`src/rtl/cpu_types_pkg.sv`:
```
// ============================================================================
// cpu_types_pkg : shared word and RAM-status types for the memory system
// Revision      : 1.0
// ============================================================================
`default_nettype none

package cpu_types_pkg;

  typedef logic [31:0] word_t;

  typedef enum logic [1:0] {
    FREE   = 2'd0,
    BUSY   = 2'd1,
    ACCESS = 2'd2,
    ERROR  = 2'd3
  } ramstate_t;

endpackage

`default_nettype wire

```
`src/rtl/memory_arbiter_if.sv`:
```
// ============================================================================
// memory_arbiter_if : cache request/wait buses plus the RAM port
// Revision          : 1.0
// ============================================================================
`default_nettype none

interface memory_arbiter_if #(
  parameter int ERRCNT_W = 8
);
  import cpu_types_pkg::*;

  logic                iREN;
  word_t               iaddr;
  logic                iwait;
  word_t               iload;
  logic                dREN;
  logic                dWEN;
  word_t               daddr;
  word_t               dstore;
  logic                dwait;
  word_t               dload;
  logic                ramREN;
  logic                ramWEN;
  word_t               ramaddr;
  word_t               ramstore;
  word_t               ramload;
  ramstate_t           ramstate;
  logic [ERRCNT_W-1:0] ramerr_cnt;

  // Arbiter side: responder to both caches, initiator towards RAM
  modport slave (
    input  iREN, iaddr, dREN, dWEN, daddr, dstore, ramload, ramstate,
    output iwait, iload, dwait, dload, ramREN, ramWEN, ramaddr, ramstore, ramerr_cnt
  );

  // Environment side: caches and RAM together
  modport master (
    output iREN, iaddr, dREN, dWEN, daddr, dstore, ramload, ramstate,
    input  iwait, iload, dwait, dload, ramREN, ramWEN, ramaddr, ramstore, ramerr_cnt
  );

endinterface

`default_nettype wire

```
`src/rtl/memory_arbiter.sv`:
```
// ============================================================================
// memory_arbiter : single-port RAM controller, data priority with I-starvation bound
// Revision       : 1.0
// ============================================================================
`default_nettype none

module memory_arbiter
  import cpu_types_pkg::*;
#(
  parameter int STARVE_MAX = 4,
  parameter int ERRCNT_W   = 8
) (
  input  logic             CLK,
  input  logic             RST,
  memory_arbiter_if.slave  bus
);

  typedef enum logic [1:0] {
    IDLE    = 2'd0,
    GRANT_D = 2'd1,
    GRANT_I = 2'd2
  } arb_state_t;

  localparam logic [ERRCNT_W-1:0] ERR_ONE = ERRCNT_W'(1);

  arb_state_t          state_q, state_d;
  logic [3:0]          dstreak_q, dstreak_d;
  logic [ERRCNT_W-1:0] errcnt_q, errcnt_d;
  logic [ERRCNT_W-1:0] errcnt_inc;
  logic                data_req;
  logic                starve_hit;

  always_comb begin
    data_req   = bus.dREN | bus.dWEN;
    starve_hit = (dstreak_q == 4'(STARVE_MAX));
    errcnt_inc = (errcnt_q == '1) ? errcnt_q : errcnt_q + ERR_ONE;

    state_d      = state_q;
    dstreak_d    = dstreak_q;
    errcnt_d     = errcnt_q;
    bus.iwait    = 1'b1;
    bus.dwait    = 1'b1;
    bus.iload    = '0;
    bus.dload    = '0;
    bus.ramREN   = 1'b0;
    bus.ramWEN   = 1'b0;
    bus.ramaddr  = '0;
    bus.ramstore = '0;

    case (state_q)
      IDLE: begin
        if (!bus.iREN) dstreak_d = '0;
        // A pending instruction only overrides data once the streak bound is hit
        if (data_req && !(starve_hit && bus.iREN)) begin
          state_d = GRANT_D;
          if (bus.iREN) dstreak_d = dstreak_q + 4'd1;
        end else if (bus.iREN) begin
          state_d   = GRANT_I;
          dstreak_d = '0;
        end
      end

      GRANT_D: begin
        if (!data_req) begin
          state_d = IDLE;
        end else begin
          bus.ramaddr = bus.daddr;
          if (bus.dWEN) begin
            bus.ramWEN   = 1'b1;
            bus.ramstore = bus.dstore;
          end else begin
            bus.ramREN = 1'b1;
          end
          case (bus.ramstate)
            ACCESS: begin
              bus.dwait = 1'b0;
              if (!bus.dWEN) bus.dload = bus.ramload;
              state_d = IDLE;
            end
            ERROR:   errcnt_d = errcnt_inc;
            default: ;
          endcase
        end
      end

      GRANT_I: begin
        if (!bus.iREN) begin
          state_d = IDLE;
        end else begin
          bus.ramREN  = 1'b1;
          bus.ramaddr = bus.iaddr;
          case (bus.ramstate)
            ACCESS: begin
              bus.iwait = 1'b0;
              bus.iload = bus.ramload;
              state_d   = IDLE;
            end
            ERROR:   errcnt_d = errcnt_inc;
            default: ;
          endcase
        end
      end

      default: state_d = IDLE;
    endcase
  end

  assign bus.ramerr_cnt = errcnt_q;

  always_ff @(posedge CLK or posedge RST) begin
    if (RST) begin
      state_q   <= IDLE;
      dstreak_q <= '0;
      errcnt_q  <= '0;
    end else begin
      state_q   <= state_d;
      dstreak_q <= dstreak_d;
      errcnt_q  <= errcnt_d;
    end
  end

endmodule

`default_nettype wire

```
`src/flat_wrapper.sv`:
```
// flat-port wrapper written by rule: the top's interface ports become plain ports
module memory_arbiter_flat import cpu_types_pkg::*;
#(
  parameter int STARVE_MAX = 4,
  parameter int ERRCNT_W   = 8
)
  (CLK, RST, bus_iREN, bus_iaddr, bus_dREN, bus_dWEN, bus_daddr, bus_dstore, bus_ramload, bus_ramstate, bus_iwait, bus_iload, bus_dwait, bus_dload, bus_ramREN, bus_ramWEN, bus_ramaddr, bus_ramstore, bus_ramerr_cnt);
  memory_arbiter_if #(.ERRCNT_W(ERRCNT_W)) bus_i ();
  input  logic CLK;
  input  logic RST;
  input wire logic [$bits(bus_i.iREN)-1:0] bus_iREN;
  input wire logic [$bits(bus_i.iaddr)-1:0] bus_iaddr;
  input wire logic [$bits(bus_i.dREN)-1:0] bus_dREN;
  input wire logic [$bits(bus_i.dWEN)-1:0] bus_dWEN;
  input wire logic [$bits(bus_i.daddr)-1:0] bus_daddr;
  input wire logic [$bits(bus_i.dstore)-1:0] bus_dstore;
  input wire logic [$bits(bus_i.ramload)-1:0] bus_ramload;
  input wire logic [$bits(bus_i.ramstate)-1:0] bus_ramstate;
  output wire logic [$bits(bus_i.iwait)-1:0] bus_iwait;
  output wire logic [$bits(bus_i.iload)-1:0] bus_iload;
  output wire logic [$bits(bus_i.dwait)-1:0] bus_dwait;
  output wire logic [$bits(bus_i.dload)-1:0] bus_dload;
  output wire logic [$bits(bus_i.ramREN)-1:0] bus_ramREN;
  output wire logic [$bits(bus_i.ramWEN)-1:0] bus_ramWEN;
  output wire logic [$bits(bus_i.ramaddr)-1:0] bus_ramaddr;
  output wire logic [$bits(bus_i.ramstore)-1:0] bus_ramstore;
  output wire logic [$bits(bus_i.ramerr_cnt)-1:0] bus_ramerr_cnt;
  assign bus_i.iREN = bus_iREN;
  assign bus_i.iaddr = bus_iaddr;
  assign bus_i.dREN = bus_dREN;
  assign bus_i.dWEN = bus_dWEN;
  assign bus_i.daddr = bus_daddr;
  assign bus_i.dstore = bus_dstore;
  assign bus_i.ramload = bus_ramload;
  assign bus_i.ramstate = bus_ramstate;
  assign bus_iwait = bus_i.iwait;
  assign bus_iload = bus_i.iload;
  assign bus_dwait = bus_i.dwait;
  assign bus_dload = bus_i.dload;
  assign bus_ramREN = bus_i.ramREN;
  assign bus_ramWEN = bus_i.ramWEN;
  assign bus_ramaddr = bus_i.ramaddr;
  assign bus_ramstore = bus_i.ramstore;
  assign bus_ramerr_cnt = bus_i.ramerr_cnt;
  memory_arbiter #(.STARVE_MAX(STARVE_MAX), .ERRCNT_W(ERRCNT_W)) u_core (.CLK(CLK), .RST(RST), .bus(bus_i));
endmodule
```
`config.mk`:
```
export PLATFORM = sky130hd
export DESIGN_NAME = memory_arbiter_flat
export DESIGN_NICKNAME = d
export VERILOG_FILES = /design/src/rtl/cpu_types_pkg.sv /design/src/rtl/memory_arbiter_if.sv /design/src/rtl/memory_arbiter.sv /design/src/flat_wrapper.sv
export SDC_FILE = /design/constraint.sdc
export NUM_CORES = 1
export LEC_CHECK = 0
export ABC_CLOCK_PERIOD_IN_PS = 1800
export CELL_PAD_IN_SITES_DETAIL_PLACEMENT = 1
export CELL_PAD_IN_SITES_GLOBAL_PLACEMENT = 1
export CORE_MARGIN = 1
export CORE_UTILIZATION = 13
export CTS_CLUSTER_DIAMETER = 40
export DETAILED_ROUTE_END_ITERATION = 12
export PLACE_DENSITY_LB_ADDON = 0.08
export SYNTH_ARGS = -nofsm -noshare
export SYNTH_HDL_FRONTEND = slang
export SYNTH_SLANG_ARGS = --single-unit
```
`constraint.sdc`:
```
create_clock -name CLK -period 1.8 [get_ports CLK]
set_clock_uncertainty 0.15 [all_clocks]
set_input_delay 0.36 -clock CLK [delete_from_list [all_inputs] [get_ports CLK]]
set_output_delay 0.36 -clock CLK [all_outputs]
set_load 0.01 [all_outputs]
```
==> flow_metrics.env <==
export IMPL_use_met1_pct=16.56
export IMPL_portBuffers=274
export IMPL_grt_pass1_vias=3558
export IMPL_clock_sinks=14
export IMPL_crit_arrival_ns=1.73
export IMPL_synth_top_cells_by_count="67 x and3_1, 34 x and2_1, 34 x nor2b_1"
export IMPL_fin_crit_ns=2.238
export IMPL_start_kind="flip-flop"
export IMPL_syn_inst=274
export IMPL_hold_violations=0
export IMPL_fp_dieH_um=127.1
export IMPL_yosysMostFrequentCell="and3_1"
export IMPL_hpwlAfterDp_mm=9.665
export IMPL_pwr_share_comb_pct=82.7
export IMPL_grt_max_degree=34
export IMPL_syn_nets=416
export IMPL_violations="setup timing"
export IMPL_p_clk_share_pct=8.2
export IMPL_p_switching_mw=2.074
export IMPL_synthArstFlopShare_pct=100.0
export IMPL_cts_clk_slew_worst_paths_ns=0.05
export IMPL_ff_latch_area_sq_um=354.1
export IMPL_ir_worst_vdd_uv=329.7
export IMPL_hold_class="input port to asynchronous set/reset pin"
export IMPL_ys_flop_type="dfrtp_1"
export IMPL_multiInputGateArea_sq_mm=0.002043
export IMPL_outcome="finished, violations left"
export IMPL_cts_made_buffers=3
export IMPL_drive_above_1_share_pct=52.54
export IMPL_ant_nets=0
export IMPL_worstMarginPinSlew_ns=0.4361
export IMPL_synth_edff_count=0
export IMPL_p_per_area_mw_per_mm2=907.8
export IMPL_core_area_sq_mm=0.01526
export IMPL_critical_path_endpoint_type="primary output"
export IMPL_grt_usage_pct=15.58
export IMPL_clock_latency_ns=0.24
export IMPL_synth_top_cell_area_share_pct=20.59
export IMPL_ios=275
export IMPL_die_w_um=127.1
export IMPL_grt_antenna_before_repair=2
export IMPL_syn_to_final_growth_pct=202.2
export IMPL_drv_cap=0
export IMPL_setup_viol=142
export IMPL_rows=45
export IMPL_clk_path_buf_depth=2
export IMPL_power_frac_seq_pct=9.1
export IMPL_maxSlewViolCount=0
export IMPL_grt_overflow=0
export IMPL_route_vias_total=3391
export IMPL_p_int_mw=3.510
export IMPL_clock_root_buffer="clkbuf_16"
export IMPL_fin_ws_ns=-0.4376
export IMPL_synth_cell_types=36
export IMPL_drt_wl_total_mm=13.94
export IMPL_syn_area_per_cell_sq_um=7.430
export IMPL_fin_crit_sh_pct=124.3
export IMPL_rsz0062_at_grt="true"
export IMPL_cp_required_ns=1.29
export IMPL_ys_seq_area_share_pct=17.21
export IMPL_cp_max_fo=7
export IMPL_tns_ns=-46.89
export IMPL_cts_tree="done"
export IMPL_synth_area_sq_mm=0.002036
export IMPL_drt_iter0_markers=74
export IMPL_power_leakage_nw=2.756
export IMPL_reg2reg_slack_ns=-0.26
export IMPL_fin_util_pct=40.31
export IMPL_grt_util_met2_pct=30.58
export IMPL_fillCellCount=1740
export IMPL_yosys_top_cells_area="and3_1 21%, dfrtp_1 17%, a22oi_1 12%, and2_1 10%, nor2b_1 10%"
export IMPL_use_met3_pct=4.439
export IMPL_swShare_pct=37.14
export IMPL_slew_limit_headroom_pct=70.52
export IMPL_drtPass1Iterations=4
export IMPL_cts_hold_buf=0
export IMPL_num_nets_final=733
export IMPL_yosys_register_bits=14
export IMPL_wl_per_cell_um=17.36
export IMPL_synth_warnings=0
export IMPL_critical_path_class="flip-flop to primary output"
export IMPL_initial_core_util_pct=13.34
export IMPL_grt_pass1_wl_mm=19.95
export IMPL_busiest_layer="met2"
export IMPL_viasPerCell=4.223
export IMPL_yosysTopAreaCell="and3_1"
export IMPL_htree_levels=1
export IMPL_drc_errors=0
export IMPL_fmax_ghz=0.4469
export IMPL_die_area_sq_mm=0.01616
export IMPL_gp_congestion=0.6971
## worst max-delay path: stages (launching register included)
cell	delay, ns
dfrtp_1	0.38
inv_2	0.07
ha_4	0.16
and2_4	0.15
buf_12	0.13
buf_12	0.13
buf_12	0.12
a22oi_2	0.14
nor2b_1	0.06
buf_2	0.14
## power groups by stage
stage	clock network (mW)	registers, mW	logic, mW
floorplan	0	0.504	1.49
global route	0.490	0.524	4.93
detailed placement	0	0.513	3.06
finish	0.457	0.509	4.62
global placement	0	0.510	3.02
CTS	0.474	0.505	3.82
## layer usage
layer / wire (um) / part of all wire, %
met2: 7304 / 52
met5: 0 / 0
met1: 5097 / 37
met4: 180 / 1.3
met3: 1359 / 9.7
## sequential cells by signal (all words and copies together), names as in the netlist
register and flops:
u_core.state_q 2, u_core.dstreak_q 4, u_core.bus.ramerr_cnt 8
## layout by cell type, fill, tap and decap left out, types with 11 or more instances in the layout
cell             instances
and2_1                  26
a22oi_2                 32
and3_4                  47
buf_12                  11
dfrtp_1                 11
nor2b_1                 32
buf_2                   73
buf_4                   30
clkdlybuf4s50_1        139
and3_1                  20
buf_6                   68
## cell type report
class                           count  area share [%]
Timing Repair Buffer              340           54.72
Multi-Input combinational cell    224           33.22
Sequential cell                    14           5.757
Tap cell                          211           4.292
Clock buffer                        4           1.444
Inverter                            8          0.4882
Antenna cell                        2         0.08137
## what timing repair did
| item | CTS | global route |
|---|---|---|
| pin swaps | 13 | 24 |
| endpoints found under the hold margin | 0 | 0 |
| cloned | 8 | 8 |
| gates resized for setup | 599 | 133 |
| setup endpoints to repair | 142 | 145 |
| buffers inserted | 22 | 13 |
## path summary, 6_finish.rpt
| kind | start | endpoint | depth (start not counted) |
|---|---|---|---|
| setup / recovery | u_core.state_q[0] | bus_ramaddr[30] | 9 |
| hold / removal | RST | u_core.bus.ramerr_cnt[6] | 3 |
| setup reg to reg | u_core.state_q[0] | u_core.state_q[0] | 10 |
| hold reg to reg | u_core.bus.ramerr_cnt[7] | u_core.bus.ramerr_cnt[7] | 1 |
| max in group asynchronous | RST | u_core.bus.ramerr_cnt[3] | 3 |
| min in group CLK | u_core.bus.ramerr_cnt[7] | u_core.bus.ramerr_cnt[7] | 1 |
## through the flow
step           hold slack (ns)  area [sq um]  worst slack [ns]  power, mW  instances
6_report                0.2830          6151           -0.4376      5.584        803
5_1_grt                 0.3363          6151           -0.5386      5.945        803
4_1_cts                 0.2911          5356           -0.5093      4.796        788
3_5_place_dp            0.3389          5200           -0.8675      3.576        754
3_3_place_gp            0.3371          5200           -0.8483      3.526        754
2_1_floorplan          0.09922          2108          -0.03758      1.997        274
## cell families (layout without fill, tap and decap cells)
kind of cell / Yosys count / in the layout / synth area share [%]
AOI/OAI and AO/OA: 43 / 43 / 16.29
and+or+nand+nor: 165 / 165 / 50.46
xor gates and xnor gates: 7 / 7 / 3.012
muxes: 2 / 2 / 1.229
buffers and inverters: 36 / 352 / 7.499
DFF: 14 / 14 / 17.21
other: 0 / 2 / 0
adders and majority gates: 7 / 7 / 4.302
Power figures use the tool's default switching activity.
